==> src/rtl/cc_fill_deserializer.sv <==
// Cache-line fill deserializer: gathers a wrapping 8 x 64-bit MEM read burst into one
// 512-bit line. Each word lands at its position relative to the queued critical-word offset.
module cc_fill_deserializer #(
  parameter int OFS_DEPTH = 4,
  parameter int BEATS     = 8
) (
  input  logic         clk,
  input  logic         rst_n,
  input  logic         req_valid_i,
  input  logic [5:0]   req_offset_i,
  output logic         req_ready_o,
  input  logic [63:0]  mem_rdata_i,
  input  logic         mem_rlast_i,
  input  logic         mem_rvalid_i,
  output logic         mem_rready_o,
  output logic         line_valid_o,
  output logic [511:0] line_data_o,
  output logic [5:0]   line_offset_o,
  input  logic         line_ready_i,
  output logic         err_o
);

  localparam int PW = $clog2(OFS_DEPTH);
  localparam int CW = PW + 1;
  localparam int KW = $clog2(BEATS);

  typedef enum logic [1:0] {S_IDLE, S_COLLECT, S_OUT} state_t;

  state_t          state_q, state_d;
  logic [5:0]      fifo_mem [OFS_DEPTH];
  logic [PW-1:0]   wr_ptr_q, rd_ptr_q;
  logic [CW-1:0]   count_q;
  logic [5:0]      ofs_q;
  logic [KW-1:0]   k_q;
  logic [KW-1:0]   wr_idx;
  logic [63:0]     line_q [BEATS];
  logic            err_q;
  logic            push, pop, hs, last_beat;

  assign req_ready_o = (count_q != CW'(OFS_DEPTH));
  assign push        = req_valid_i && req_ready_o;
  assign pop         = (state_q == S_IDLE) && (count_q != '0);
  assign hs          = mem_rvalid_i && mem_rready_o;
  assign last_beat   = hs && (mem_rlast_i || (k_q == KW'(BEATS - 1)));
  // Start word plus beat count, wrapping within the line.
  assign wr_idx      = ofs_q[5:3] + k_q;

  // Offset FIFO
  always_ff @(posedge clk) begin
    if (push) begin
      fifo_mem[wr_ptr_q] <= req_offset_i;
    end
  end

  always_ff @(posedge clk) begin
    if (!rst_n) begin
      wr_ptr_q <= '0;
      rd_ptr_q <= '0;
      count_q  <= '0;
    end else begin
      if (push) wr_ptr_q <= wr_ptr_q + 1'b1;
      if (pop)  rd_ptr_q <= rd_ptr_q + 1'b1;
      case ({push, pop})
        2'b10:   count_q <= count_q + 1'b1;
        2'b01:   count_q <= count_q - 1'b1;
        default: count_q <= count_q;
      endcase
    end
  end

  // FSM: state register
  always_ff @(posedge clk) begin
    if (!rst_n) state_q <= S_IDLE;
    else        state_q <= state_d;
  end

  // FSM: next state
  always_comb begin
    state_d = state_q;
    case (state_q)
      S_IDLE:    if (pop)          state_d = S_COLLECT;
      S_COLLECT: if (last_beat)    state_d = S_OUT;
      S_OUT:     if (line_ready_i) state_d = S_IDLE;
      default:                     state_d = S_IDLE;
    endcase
  end

  // FSM: outputs
  always_comb begin
    mem_rready_o = 1'b0;
    line_valid_o = 1'b0;
    case (state_q)
      S_COLLECT: mem_rready_o = 1'b1;
      S_OUT:     line_valid_o = 1'b1;
      default: ;
    endcase
  end

  always_ff @(posedge clk) begin
    if (!rst_n) begin
      ofs_q <= '0;
      k_q   <= '0;
      err_q <= 1'b0;
    end else begin
      if (pop) begin
        ofs_q <= fifo_mem[rd_ptr_q];
        k_q   <= '0;
      end else if (hs) begin
        k_q <= k_q + 1'b1;
      end
      // rlast must coincide exactly with the final beat of the line.
      if (last_beat && (mem_rlast_i != (k_q == KW'(BEATS - 1)))) begin
        err_q <= 1'b1;
      end
    end
  end

  genvar gi;
  generate
    for (gi = 0; gi < BEATS; gi++) begin : g_word
      always_ff @(posedge clk) begin
        if (!rst_n) begin
          line_q[gi] <= '0;
        end else if (pop) begin
          line_q[gi] <= '0;
        end else if (hs && (wr_idx == KW'(gi))) begin
          line_q[gi] <= mem_rdata_i;
        end
      end
      assign line_data_o[64*gi +: 64] = line_q[gi];
    end
  endgenerate

  assign line_offset_o = ofs_q;
  assign err_o         = err_q;

endmodule

==> config.mk <==
export PLATFORM = sky130hd
export DESIGN_NAME = cc_fill_deserializer
export DESIGN_NICKNAME = d
export VERILOG_FILES = /design/src/rtl/cc_fill_deserializer.sv
export SDC_FILE = /design/constraint.sdc
export NUM_CORES = 1
export LEC_CHECK = 0
export ABC_AREA = 1
export BUFFER_PORTS_ARGS = -buffer_cell sky130_fd_sc_hd__buf_2
export CORE_AREA = 10 10 226 228
export CTS_CLUSTER_DIAMETER = 40
export DETAILED_ROUTE_END_ITERATION = 12
export DIE_AREA = 0 0 236 238
export PLACE_DENSITY = 0.69
export SKIP_CTS_REPAIR_TIMING = 1
export SLEW_MARGIN = 10
export SYNTH_ARGS = -nofsm -noshare
export SYNTH_HDL_FRONTEND = slang
export SYNTH_SLANG_ARGS = --single-unit
==> constraint.sdc <==
create_clock -name clk -period 3.76 [get_ports clk]
set_clock_uncertainty 0.1 [all_clocks]
set_input_delay 0.188 -clock clk [delete_from_list [all_inputs] [get_ports clk]]
set_output_delay 0.188 -clock clk [all_outputs]
set_load 0.05 [all_outputs]
Word level (Yosys, flattened, before mapping)

Memories as Yosys holds them, arrays and structs flattened. A register that Yosys moved wholly into a read port is not among the register bits.
Cells that the tools add are included.

Input bits: 76
Output and inout bits: 522
Logic and storage cells: 130
Register bits: 13
Bits in writable memories: 536
Memories kept: 2

Memory list:

| name     | words | bits a word | read ports | clocked after Yosys merged registers in | wr ports | RTL line | text |
|---|---|---|---|---|---|---|---|
| line_q   | 8     | 64          | 8          | 0                                       | 8        | 36       | `logic [63:0] line_q [BEATS];` |
| fifo_mem | 4     | 6           | 1          | 1                                       | 1        | 30       | `logic [5:0] fifo_mem [OFS_DEPTH];` |

Multiplexer cells: 61
Reduce and logical (&&, ||, !) cells: 21
Equality and inequality tests: 17
$add $sub $neg: 6
Bitwise operators: 17

Operator list:

| cell                                                 | number |
|---|---|
| 2-to-1 mux 64 bit                                    | 16 |
| 2-to-1 mux 1 bit                                     | 40 |
| OR 1 bit                                             | 16 |
| equality test 3 bit (second input constant)          | 5 |
| logical AND 1 bit                                    | 13 |
| adder 3 x 1 -> 3 bit (second input constant)         | 2 |
| equality test 3 x 2 -> 1 bit (second input constant) | 2 |
| 2-to-1 mux 2 bit                                     | 3 |
| inequality test 2 bit (second input constant)        | 3 |
| case mux 2 bit (3 select lines)                      | 1 |
| case mux 3 bit (2 select lines)                      | 1 |
| adder 2 x 1 -> 2 bit (second input constant)         | 2 |
| equality test 2 x 1 -> 1 bit (second input constant) | 2 |
| equality test 2 bit (second input constant)          | 2 |
| adder 3 bit                                          | 1 |
| equality test 3 x 1 -> 1 bit (second input constant) | 1 |
| logical NOT 3 bit                                    | 1 |
| inequality test 3 bit (second input constant)        | 1 |
| AND reduction 3 bit                                  | 1 |
| nonzero test 3 bit                                   | 1 |
| subtractor 3 x 1 -> 3 bit (second input constant)    | 1 |
| logical NOT 2 bit                                    | 1 |
| nonzero test 2 bit                                   | 1 |
| OR reduction 2 bit                                   | 1 |
| other kinds (4)                                      | 4 |

Depth between registers and ports, before layout

Gate-level depths: netlist of the first run.

Depth in word-level cells: 9
Mapped depth: 12
Gate-level depth less buffers: 12

Least setup slack after synthesis of the first run

OpenSTA, ideal clock, no wires.

Kind: reg2reg
Start point: register ofs_q[3], in the netlist line_offset_o[3] (read register of fifo_mem)
End point: memory line_q[1][36], in the netlist line_q[0][100] (enable)
Cell stages (with the launch flop): 10
Data arrival time: 3337 ps
Required time: 3236 ps
Path buffers: 2
Setup slack: -101 ps
Clock period less this slack: 3861 ps
Cells stage by stage: dfxtp_1 ha_1 fa_1 inv_1 nand2_1 nor2_1 nand2_1 buf_2 buf_2 nand2_1

RTL lines:

| item               | RTL line | text |
|---|---|---|
| start: declaration | 33       | `logic [5:0] ofs_q;` |
| end: declaration   | 36       |  |

==> results.md, run 1 <==
| Metric | Reported | Unit |
|:---|:---|:---|
| Area of the core | 46,360 | um^2 |
| Root Driver | sky130_fd_sc_hd__clkbuf_16 | - |
| CTS sink cnt | 555 | - |
| Fraction of power consumed by sequential logic | 35.9 | % |
| Number of nets in the synthesized netlist | 1,492 | - |
| Synth area leaders | sky130_fd_sc_hd__edfxtp_1, sky130_fd_sc_hd__nor2_1, sky130_fd_sc_hd__nand2_1, sky130_fd_sc_hd__dfxtp_1, sky130_fd_sc_hd__inv_1 | - |
| Leakage dissipation | 12.31 | nW |
| Switching power share of the total | 47.84 | % |
| Cell-by-cell trace of the critical path | ha_1, fa_1, inv_1, nand2_1, nor2_1, nand2_4, nand2_4, buf_4 | - |
| Via density per instance | 5.085 | - |
| Endpoint type of the worst setup path | flip-flop | - |
| Critical path class | reg2reg | - |
| Max Clk Rate | 335.5 | MHz |
| Number of I/O port buffers | 597 | - |
| Number of design-rule violations left by the first detailed-router iteration | 1,778 | - |
| Total number of vias | 13,960 | - |
| Worst hold path class | in2reg | - |
| Accumulated negative setup slack | 0 | ns |
| Least-Margin Pin Slew | 1.002 | ns |
| Share of cells above drive strength 1 | 34.74 | % |
| Maximum resistive drop on vdd | 0.8412 | mV |
| Non-filler instance count after layout | 2,746 | - |
| I/O Pins | 598 | - |
| Multi-input gate area in the final layout | 2875 | um^2 |
| Die width | 236 | um |
| Y dimension of the die | 238 | um |
| Clock power share | 22.3 | % |
| Power Dens Cells | 1084 | nW/um^2 |
| Synth warn | 0 | - |
| Gate count of the mapped netlist | 1,405 | - |
| Global-route wire length before repair | 95,320 | um |
| Count of buffering cells on the critical path with inverters included | 2 | - |
| Slowest cell on the critical path | sky130_fd_sc_hd__buf_4 | - |
| Clk_lat worst skew | 0.58 | ns |
| Wirelength, routed | 67,770 | um |
| Required @ worst endpoint | 3.88 | ns |
| Layout filler cell count | 3,654 | - |
| Unrepaired setup endpoints after global routing | no | - |
| Net switching power figure | 0.01371 | W |
| Number of max-slew violations in the final report | 0 | - |
| Total congestion overflow after global routing | 0 | - |
| Sequential standard cell area | 16,480 | um^2 |
| Via count of the first global-routing pass | 13,510 | - |
| Max-cap check violation count | 0 | - |
| Gate power share | 41.8 | % |
| Worst slew margin | 33.21 | % |
| Yosys top cell by area | sky130_fd_sc_hd__edfxtp_1 | - |
| Routed wirelength normalized by instance count | 24.68 | um |
| Internal power summed over all cells | 0.01495 | W |
| FF+latch count, synth | 555 | - |
| Remaining number of nets flagged by the antenna check after routing | 0 | - |
| Overall routing resource usage | 22.98 | % |
| Total number of placement rows | 79 | - |
| Post-layout nets | 2,179 | - |
| Area growth from synthesis to layout | 32.68 | % |
| DP Wirelength | 46,810 | um |
| Failing checks | hold timing | - |
| Longest Clk Path Bufs | 3 | - |
| H-tree level count | 3 | - |
| Number of placed instances with taps included | 2,572 | - |
| Sequential area share after synthesis | 82.67 | % |
| Type of element launching the critical path | flip-flop | - |
| Maximum fanout encountered on the critical timing path | 39 | - |
| Clock tree from TritonCTS | done | - |
| Top cell family by delay on the critical path | simple AND/OR/NAND/NOR gates | - |
| Effective utilization at floorplan | 42.99 | % |
| CP most frequent cell | sky130_fd_sc_hd__nand2_4 | - |
| Initial antenna violation count | 3 | - |
| Last weighted congestion value of the routability-driven placer | 0.8315 | - |
| Most common cell after layout, fill and taps aside | sky130_fd_sc_hd__buf_2 | - |
| Setup-failing EPs final | 0 | - |
| Die area | 56,170 | um^2 |
| Time the worst path needs with I/O delays and setup | 2.980 | ns |
| Synth Area per Inst | 14.18 | um^2 |
| Hold Fails Final Rpt | 26 | - |
| Post-layout worst setup margin | 0.7797 | ns |
| Worst-path clk slew | 0.06 | ns |
| Pin count of the biggest net entering global routing | 65 | - |
| Slowest cell delay on critical path | 0.49 | ns |
| Yosys cell types | 17 | - |
| Final worst-path cycle share | 79.26 | % |
| Pre-CTS setup slack | 0.7544 | ns |
| Status | complete, but fails checks | - |
| Area share of the largest cell type after synthesis | 80.76 | % |
| Top library cells by usage in the layout, fill and taps aside | sky130_fd_sc_hd__buf_2, sky130_fd_sc_hd__nor2_1, sky130_fd_sc_hd__edfxtp_1, sky130_fd_sc_hd__inv_1, sky130_fd_sc_hd__nand2_1 | - |
| Number of iterations in the first detailed-routing pass | 6 | - |
| Final-layout worst hold slack | -0.03311 | ns |
| Critical path data arrival time | 3.10 | ns |
| Mapped cell area | 19,930 | um^2 |
| Number of remaining DRC errors | 0 | - |
| CTS Buf Count | 71 | - |
-- registers in the layout (all words and copies together), names as in the netlist --
| name | cells |
|---|---|
| k_q | 3 |
| line_offset_o | 6 |
| rd_ptr_q | 2 |
| line_q | 512 |
| wr_ptr_q | 2 |
| state_q | 2 |
| fifo_mem | 24 |
| err_o | 1 |
| count_q | 3 |
-- metrics by stage --
stage / instance area (um^2) / util [%] / power, W
2_1_floorplan: 19940 / - / 0.01880
3_3_place_gp: 23690 / 51.09 / 0.02232
3_5_place_dp: 23690 / 51.09 / 0.02242
4_1_cts: 25890 / 55.86 / 0.02881
5_1_grt: 26440 / 57.04 / 0.02951
6_report: 26440 / 57.04 / 0.02866
-- cell type report --
class,instances,area share (%)
antenna,3,0.02839
clock buffer,76,6.790
clock inverter,41,1.561
inverter,102,1.448
multi-input combinational,687,10.87
sequential,555,62.31
tap,607,2.872
timing repair buffer,675,14.12
-- tightest hold or removal path: cells and delay by family --
| family | cells | cell delay [ns] |
|---|---|---|
| buffers and inverters | 2 | 0.21 |
| and+or+nand+nor | 1 | 0.13 |
-- layer usage --
metal / GRT usage (%) / up-vias / wire length [um]
li1: - / 6083 / -
met1: 27.47 / 6761 / 23910
met2: 37.88 / 976 / 33560
met3: 6.917 / 143 / 7606
met4: 10.41 / 0 / 2701
met5: 0 / - / 0
-- synth_stat cells, drive strengths merged --
master	n
a21oi	8
buf	53
clkbuf	8
clkinv	1
dfxtp	19
edfxtp	536
fa	2
ha	9
inv	101
nand2	103
nand3	12
nand4	2
nor2	543
o21ai	6
or2	1
xor2	1
-- path summary, 6_finish.rpt --
check	start	slack, ns	endpoint	depth (start not counted)
max	k_q[0]$_SDFFE_PP0P_	0.78	line_q[1][121]$_SDFFCE_PN0P_	8
min	mem_rdata_i[10]	-0.03	line_q[1][10]$_SDFFCE_PN0P_	3
max reg2reg	k_q[0]$_SDFFE_PP0P_	0.78	line_q[1][121]$_SDFFCE_PN0P_	8
min reg2reg	err_o$_SDFFE_PN0P_	0.39	err_o$_SDFFE_PN0P_	2
-- power groups by stage --
stage	sequential, W	combinational [W]	clock [W]
final	0.0103	0.0120	0.00640
after global routing	0.0104	0.0123	0.00675
after CTS	0.0103	0.0121	0.00647
after detailed placement	0.0104	0.0121	0
after global placement	0.0103	0.0120	0
after floorplan	0.0176	0.00122	0
-- cell families after synthesis --
| family | count (synthesis) | synth area share [%] |
|---|---|---|
| AND/OR/NAND/NOR | 661 | 12.56 |
| flip-flops | 555 | 82.67 |
| buffers and inverters | 163 | 3.604 |
| AO/OA/AOI/OAI | 14 | 0.3516 |
| adder cells (fa/ha/maj) | 11 | 0.7660 |
| XOR/XNOR | 1 | 0.04396 |
No activity file was read; power rests on OpenSTA's default activity.
==> run 2, diff against run 1 <==
==> constraint.sdc (replaced) <==
create_clock -name clk -period 2.47 [get_ports clk]
set_clock_uncertainty 0.1 [all_clocks]
set_input_delay 0.1235 -clock clk [delete_from_list [all_inputs] [get_ports clk]]
set_output_delay 0.1235 -clock clk [all_outputs]
set_load 0.05 [all_outputs]
==> run 2 against run 1 <==
Compared with the run above:
- largest power group unchanged
- register-to-register slack worse by 0.62 ns
- largest cell class unchanged
- core utilization grew 2.0 points
- the flow now finishes without violations
- critical path type unchanged
- non-clock buffer count up 41
==> results.md, run 2 (same netlist as run 1, synthesis figures left out) <==
| Metric | Reported | Unit | Change |
|:---|:---|:---|:---|
| Status | finished clean | - |  |
| Via count of the first global-routing pass | 13,680 | - | +1.3% |
| I/O Pins | 598 | - | unchanged |
| Pin count of the biggest net entering global routing | 65 | - | unchanged |
| Least-Margin Pin Slew | 0.6236 | ns | -0.3783 ns |
| Y dimension of the die | 238 | um | unchanged |
| Number of iterations in the first detailed-routing pass | 6 | - | unchanged |
| Area growth from synthesis to layout | 37.30 | % |  |
| Worst hold path class | in2reg | - |  |
| Number of remaining DRC errors | 0 | - | unchanged |
| Setup-failing EPs final | 0 | - | unchanged |
| Worst slew margin | 58.27 | % | +25 points |
| Overall routing resource usage | 23.01 | % | +0.032 points |
| Area of the core | 46,360 | um^2 | unchanged |
| Fraction of power consumed by sequential logic | 35.0 | % | -0.9 points |
| Slowest cell delay on critical path | 0.41 | ns | -0.08 ns |
| Time the worst path needs with I/O delays and setup | 2.305 | ns | -0.6749 ns |
| Number of I/O port buffers | 597 | - | unchanged |
| Switching power share of the total | 46.99 | % | -0.85 points |
| Unrepaired setup endpoints after global routing | no | - |  |
| Register ranked first by flip-flop count | line_q | - |  |
| Critical path class | reg2reg | - |  |
| Clock power share | 23.0 | % | +0.7 points |
| Power Dens Cells | 1636 | nW/um^2 | +51% |
| Clk_lat worst skew | 0.59 | ns | about the same |
| Most common cell after layout, fill and taps aside | sky130_fd_sc_hd__buf_2 | - |  |
| Layout filler cell count | 3,504 | - | -4.1% |
| Initial antenna violation count | 1 | - | -2 |
| Required @ worst endpoint | 2.67 | ns | -1.21 ns |
| Number of max-slew violations in the final report | 0 | - | unchanged |
| Final worst-path cycle share | 93.34 | % | +14 points |
| Count of buffering cells on the critical path with inverters included | 2 | - | unchanged |
| Remaining number of nets flagged by the antenna check after routing | 0 | - | unchanged |
| Root Driver | sky130_fd_sc_hd__clkbuf_16 | - |  |
| Number of flip-flops under the largest register name | 512 | - | unchanged |
| Pwr Total | 0.04477 | W | +56% |
| Leakage dissipation | 12.73 | nW | +3.4% |
| Maximum fanout encountered on the critical timing path | 20 | - | -49% |
| DP Wirelength | 47,810 | um | +2.1% |
| Top cell family by delay on the critical path | simple AND/OR/NAND/NOR gates | - |  |
| Effective utilization at floorplan | 42.99 | % | unchanged |
| Worst-path clk slew | 0.05 | ns | about the same |
| Last weighted congestion value of the routability-driven placer | 0.8308 | - | about the same |
| Routed wirelength normalized by instance count | 24.59 | um | -0.36% |
| Top library cells by usage in the layout, fill and taps aside | sky130_fd_sc_hd__buf_2, sky130_fd_sc_hd__nor2_1, sky130_fd_sc_hd__edfxtp_1, sky130_fd_sc_hd__inv_1, sky130_fd_sc_hd__nand2_1 | - |  |
| Longest Clk Path Bufs | 3 | - | unchanged |
| Total congestion overflow after global routing | 0 | - | unchanged |
| R2r setup slk | 0.16 | ns | -0.62 ns |
| Die width | 236 | um | unchanged |
| Gate power share | 42.0 | % | +0.2 points |
| Total number of placement rows | 79 | - | unchanged |
| CTS sink cnt | 555 | - | unchanged |
| Max-cap check violation count | 0 | - | unchanged |
| Slowest cell on the critical path | sky130_fd_sc_hd__fa_1 | - |  |
| Number of design-rule violations left by the first detailed-router iteration | 1,609 | - | -9.5% |
| Number of antenna repair diodes | 0 | - | -3 |
| Net switching power figure | 0.02104 | W | +53% |
| Max Clk Rate | 433.8 | MHz | +29% |
| Post-layout nets | 2,220 | - | +1.9% |
| Maximum resistive drop on vdd | 1.641 | mV | +95% |
| Wirelength, routed | 68,730 | um | +1.4% |
| Cell-by-cell trace of the critical path | ha_1, fa_1, inv_1, nand3_1, nand2_2, nand3_4, nand2_8, buf_12 | - |  |
| Global-route wire length before repair | 95,530 | um | +0.22% |
| Internal power summed over all cells | 0.02374 | W | +59% |
| Clock tree from TritonCTS | done | - |  |
| Endpoint type of the worst setup path | flip-flop | - |  |
| Critical path data arrival time | 2.50 | ns | -0.60 ns |
| Total number of vias | 14,250 | - | +2.0% |
| CTS Buf Count | 71 | - | unchanged |
| Die area | 56,170 | um^2 | unchanged |
| Hold Fails Final Rpt | 0 | - | -100% |
| Share of cells above drive strength 1 | 35.37 | % | +0.64 points |
| H-tree level count | 3 | - | unchanged |
| Via density per instance | 5.097 | - | +0.25% |
| Accumulated negative setup slack | 0 | ns | unchanged |
| Type of element launching the critical path | flip-flop | - |  |
[run 2: layout make-up]
cell class              instances  area (um^2)  share of cell area, %
clock inverters                48        503.0                  1.838
flip-flops and latches        555        16480                  60.23
multi-input cells             687         2950                  10.78
clock buffers                  80         1863                  6.809
well taps                     607        759.5                  2.776
repair buffers                716         4419                  16.15
inverters                     102        386.6                  1.413
[run 2: worst paths after layout]
check,from,to,cells after the start
worst max-delay path,line_offset_o[3]$_SDFFE_PN0P_,line_q[0][39]$_SDFFCE_PN0P_,8
worst max register to register,line_offset_o[3]$_SDFFE_PN0P_,line_q[0][39]$_SDFFCE_PN0P_,8
worst min-delay path,req_valid_i,wr_ptr_q[1]$_SDFFE_PN0P_,4
worst min register to register,err_o$_SDFFE_PN0P_,err_o$_SDFFE_PN0P_,2
[run 2: worst min-delay path, stage by stage]
cell                      delay (ns)
sky130_fd_sc_hd__buf_2          0.08
sky130_fd_sc_hd__nand2_1        0.19
sky130_fd_sc_hd__o21ai_0        0.22
sky130_fd_sc_hd__nor2_1         0.04
[run 2: per-stage QoR]
stage | util (%) | instances | hold WS, ns | worst slack [ns] | cell area [um^2]
2_1_floorplan | - | 1405 | 0.1224 | 0.003195 | 20070
3_3_place_gp | 52.29 | 2592 | 0.2337 | 0.08146 | 24240
3_5_place_dp | 52.29 | 2592 | 0.2414 | 0.05101 | 24240
4_1_cts | 57.39 | 2720 | -0.3899 | 0.04453 | 26610
5_1_grt | 59.02 | 2795 | 0.02683 | 0.02066 | 27360
6_report | 59.02 | 2795 | 0.007481 | 0.1646 | 27360
[run 2: layer usage]
metal | vias to the layer above | part of all wire, % | wire length (um) | GRT usage [%]
met5 | - | 0.023 | 16 | 0
met4 | 2 | 3.6 | 2457 | 9.227
met3 | 142 | 10 | 7209 | 6.917
met2 | 953 | 52 | 35470 | 39.30
met1 | 6972 | 34 | 23580 | 26.79
li1 | 6178 | - | - | -
[run 2: power groups by stage]
stage	Sequential, W	Combinational, W	Clock, W
final	0.0157	0.0188	0.0103
after global routing	0.0159	0.0194	0.0109
after CTS	0.0156	0.0189	0.0104
after detailed placement	0.0158	0.0189	0
after global placement	0.0157	0.0187	0
after floorplan	0.0266	0.00200	0
==> run 3, diff against run 2 <==
--- a/config.mk
+++ b/config.mk
@@ -5,13 +5,13 @@
 export SDC_FILE = /design/constraint.sdc
 export NUM_CORES = 1
 export LEC_CHECK = 0
-export ABC_AREA = 1
+export ABC_CLOCK_PERIOD_IN_PS = 2470
 export BUFFER_PORTS_ARGS = -buffer_cell sky130_fd_sc_hd__buf_2
-export CORE_AREA = 10 10 226 228
+export CORE_MARGIN = 10
+export CORE_UTILIZATION = 47
 export CTS_CLUSTER_DIAMETER = 40
 export DETAILED_ROUTE_END_ITERATION = 12
-export DIE_AREA = 0 0 236 238
-export PLACE_DENSITY = 0.69
+export PLACE_DENSITY = 0.74
 export SKIP_CTS_REPAIR_TIMING = 1
 export SLEW_MARGIN = 10
 export SYNTH_ARGS = -nofsm -noshare
==> run 3 against run 2 <==
Compared with the run above:
- the run now ends with hold timing left
- clock power about the same
- cell count down 6.2%
- first-iteration DRC count down 23%
==> results.md, run 3 <==
| Metric | Reported | Unit | Change |
|:---|:---|:---|:---|
| Status | complete, but fails checks | - |  |
| Failing checks | hold timing | - |  |
| H-tree level count | 3 | - | unchanged |
| Maximum resistive drop on vdd | 0.8864 | mV | -46% |
| Share of cells above drive strength 1 | 39.16 | % | +3.8 points |
| Required @ worst endpoint | 2.64 | ns | -0.03 ns |
| Area growth from synthesis to layout | 35.44 | % |  |
| Maximum fanout encountered on the critical timing path | 35 | - | +75% |
| Worst slew margin | 50.00 | % | -8.3 points |
| Type of element launching the critical path | flip-flop | - |  |
| Unrepaired setup endpoints after global routing | yes | - |  |
| Via density per instance | 5.096 | - | about the same |
| Total number of placement rows | 77 | - | -2.5% |
| Effective utilization at floorplan | 47.36 | % | +4.4 points |
| Remaining number of nets flagged by the antenna check after routing | 0 | - | unchanged |
| Longest Clk Path Bufs | 3 | - | unchanged |
| Number of max-slew violations in the final report | 0 | - | unchanged |
| Pwr Total | 0.03991 | W | -11% |
| Pin count of the biggest net entering global routing | 65 | - | unchanged |
| Y dimension of the die | 230.9 | um | -3.0% |
| Final core utilization | 64.14 | % | +5.1 points |
| Number of iterations in the first detailed-routing pass | 5 | - | -1 |
| Final worst-path cycle share | 98.32 | % | +5.0 points |
| Synth Area per Inst | 16.84 | um^2 | +19% |
| Critical path class | reg2reg | - |  |
| Area share of the largest cell type after synthesis | 77.03 | % | -3.7 points |
| Die area | 53,290 | um^2 | -5.1% |
| Most frequent cells after synthesis | sky130_fd_sc_hd__edfxtp_1, sky130_fd_sc_hd__and2_1, sky130_fd_sc_hd__clkbuf_1 | - |  |
| Number of nets in the synthesized netlist | 1,328 | - | -11% |
| Hold Fails Final Rpt | 8 | - | +8 |
| Least-Margin Pin Slew | 0.7443 | ns | +0.1207 ns |
| Top library cells by usage in the layout, fill and taps aside | sky130_fd_sc_hd__buf_2, sky130_fd_sc_hd__edfxtp_1, sky130_fd_sc_hd__and2_1, sky130_fd_sc_hd__clkbuf_16, sky130_fd_sc_hd__dlygate4sd3_1 | - |  |
| Synth warn | 0 | - | unchanged |
| Worst hold path class | in2reg | - |  |
| Most common cell after layout, fill and taps aside | sky130_fd_sc_hd__buf_2 | - |  |
| Power Dens Cells | 1410 | nW/um^2 | -14% |
| Clock tree from TritonCTS | done | - |  |
| Synth area leaders | sky130_fd_sc_hd__edfxtp_1, sky130_fd_sc_hd__and2_1, sky130_fd_sc_hd__dfxtp_1, sky130_fd_sc_hd__clkbuf_1, sky130_fd_sc_hd__mux4_2 | - |  |
| Routed wirelength normalized by instance count | 25.03 | um | +1.8% |
| Critical path data arrival time | 2.59 | ns | +0.09 ns |
| Sequential area share after synthesis | 78.85 | % | -3.8 points |
| Leakage dissipation | 12.40 | nW | -2.6% |
| Number of synthesized flops with an enable pin | 536 | - | unchanged |
| R2r setup slk | 0.04 | ns | -0.12 ns |
| Area of the core | 44,120 | um^2 | -4.8% |
| Number of design-rule violations left by the first detailed-router iteration | 1,245 | - | -23% |
| Number of remaining DRC errors | 0 | - | unchanged |
| Yosys top cell by area | sky130_fd_sc_hd__edfxtp_1 | - |  |
| Mapped cell area | 20,900 | um^2 | +4.9% |
| Wirelength, routed | 65,650 | um | -4.5% |
| Die width | 230.9 | um | -2.2% |
| DP Wirelength | 45,020 | um | -5.8% |
| Register ranked first by flip-flop count | line_q | - |  |
| Total number of vias | 13,370 | - | -6.2% |
| Last weighted congestion value of the routability-driven placer | 0.8242 | - | -0.79% |
| Main synth FF type | sky130_fd_sc_hd__edfxtp_1 | - |  |
| Clk_lat worst skew | 0.58 | ns | about the same |
| Via count of the first global-routing pass | 12,980 | - | -5.1% |
| FF+latch count, synth | 555 | - | unchanged |
| CTS Buf Count | 70 | - | -1.4% |
| Yosys cell types | 38 | - | +21 |
| Dominant cell by count in the synthesized netlist | sky130_fd_sc_hd__edfxtp_1 | - |  |
| Setup-failing EPs final | 0 | - | unchanged |
| Time the worst path needs with I/O delays and setup | 2.428 | ns | +0.1231 ns |
| Final-layout worst hold slack | -0.06034 | ns | -0.06782 ns |
| Max Clk Rate | 411.8 | MHz | -5.1% |
| Number of flip-flops under the largest register name | 512 | - | unchanged |
| Endpoint type of the worst setup path | flip-flop | - |  |
| I/O Pins | 598 | - | unchanged |
| Worst-path clk slew | 0.06 | ns | about the same |
| Root Driver | sky130_fd_sc_hd__clkbuf_16 | - |  |
| CTS sink cnt | 555 | - | unchanged |
| Overall routing resource usage | 23.03 | % | +0.027 points |
| Max-cap check violation count | 0 | - | unchanged |
| Post-layout nets | 2,062 | - | -7.1% |
| Gate count of the mapped netlist | 1,241 | - | -12% |
| Initial antenna violation count | 1 | - | unchanged |
| FFs w/ async S/R, synth | 0 | % | unchanged |
| Total congestion overflow after global routing | 0 | - | unchanged |
| Number of I/O port buffers | 597 | - | unchanged |
| Global-route wire length before repair | 90,360 | um | -5.4% |
run 3: area by class of cell:
cell class | count | area (um^2)
clock inverter | 42 | 419.2
antenna | 1 | 2.502
fill | 3094 | 15820
clock buffer | 85 | 1893
sequential | 555 | 16480
inverter | 11 | 41.29
multi-input combinational | 621 | 4312
timing repair buffer | 716 | 4410
tap | 592 | 740.7
run 3: power breakdown:
part	switching, W	internal (W)
registers	0.000932	0.0136
logic	0.0126	0.00273
clock network	0.00398	0.00600
total	0.0175	0.0224
run 3: cell families after synthesis:
kind of cell	count (synthesis)	synth area share (%)
simple gates	566	17.25
flops	555	78.85
buf+inv	65	1.204
compound gates	33	0.9640
fa+ha+maj	11	0.7305
mux	6	0.6467
xor+xnor	5	0.3593
run 3: path summary, 6_finish.rpt:
check                                        to                          start  cells after the start
setup / recovery   line_q[0][242]$_SDFFCE_PN0P_  line_offset_o[3]$_SDFFE_PN0P_                      6
hold / removal     line_q[0][147]$_SDFFCE_PN0P_                mem_rdata_i[19]                      2
setup reg to reg   line_q[0][242]$_SDFFCE_PN0P_  line_offset_o[3]$_SDFFE_PN0P_                      6
hold reg to reg   line_offset_o[2]$_SDFFE_PN0P_  line_offset_o[2]$_SDFFE_PN0P_                      2
run 3: metrics by stage:
| step | hold WS [ns] | instance area (um^2) | setup WS (ns) | std cells | setup TNS, ns |
|---|---|---|---|---|---|
| finish | -0.06034 | 28300 | 0.04152 | 2623 | 0 |
| global placement | 0.2329 | 25170 | 0.06903 | 2415 | 0 |
| global route | -0.1002 | 28300 | -0.01746 | 2623 | -0.07887 |
| floorplan | 0.1224 | 21030 | -0.7303 | 1241 | -351.95 |
| CTS | -0.3663 | 27480 | 0.005393 | 2542 | 0 |
| detailed placement | 0.2492 | 25170 | 0.01043 | 2415 | 0 |
run 3: routing by layer:
metal  GRT usage [%]  up-vias  wire length [um]
li1                -     5865                 -
met3           6.488      137              5991
met4           9.908        0              2583
met2           39.44      755             33280
met5               0        -                 0
met1           26.72     6610             23800
run 3: worst max-delay path: stages, from the launching register on:
cell	delay, ns
sky130_fd_sc_hd__dfxtp_4	0.35
sky130_fd_sc_hd__ha_4	0.16
sky130_fd_sc_hd__fa_2	0.37
sky130_fd_sc_hd__xor3_4	0.42
sky130_fd_sc_hd__buf_4	0.20
sky130_fd_sc_hd__o21ai_4	0.20
sky130_fd_sc_hd__buf_12	0.26
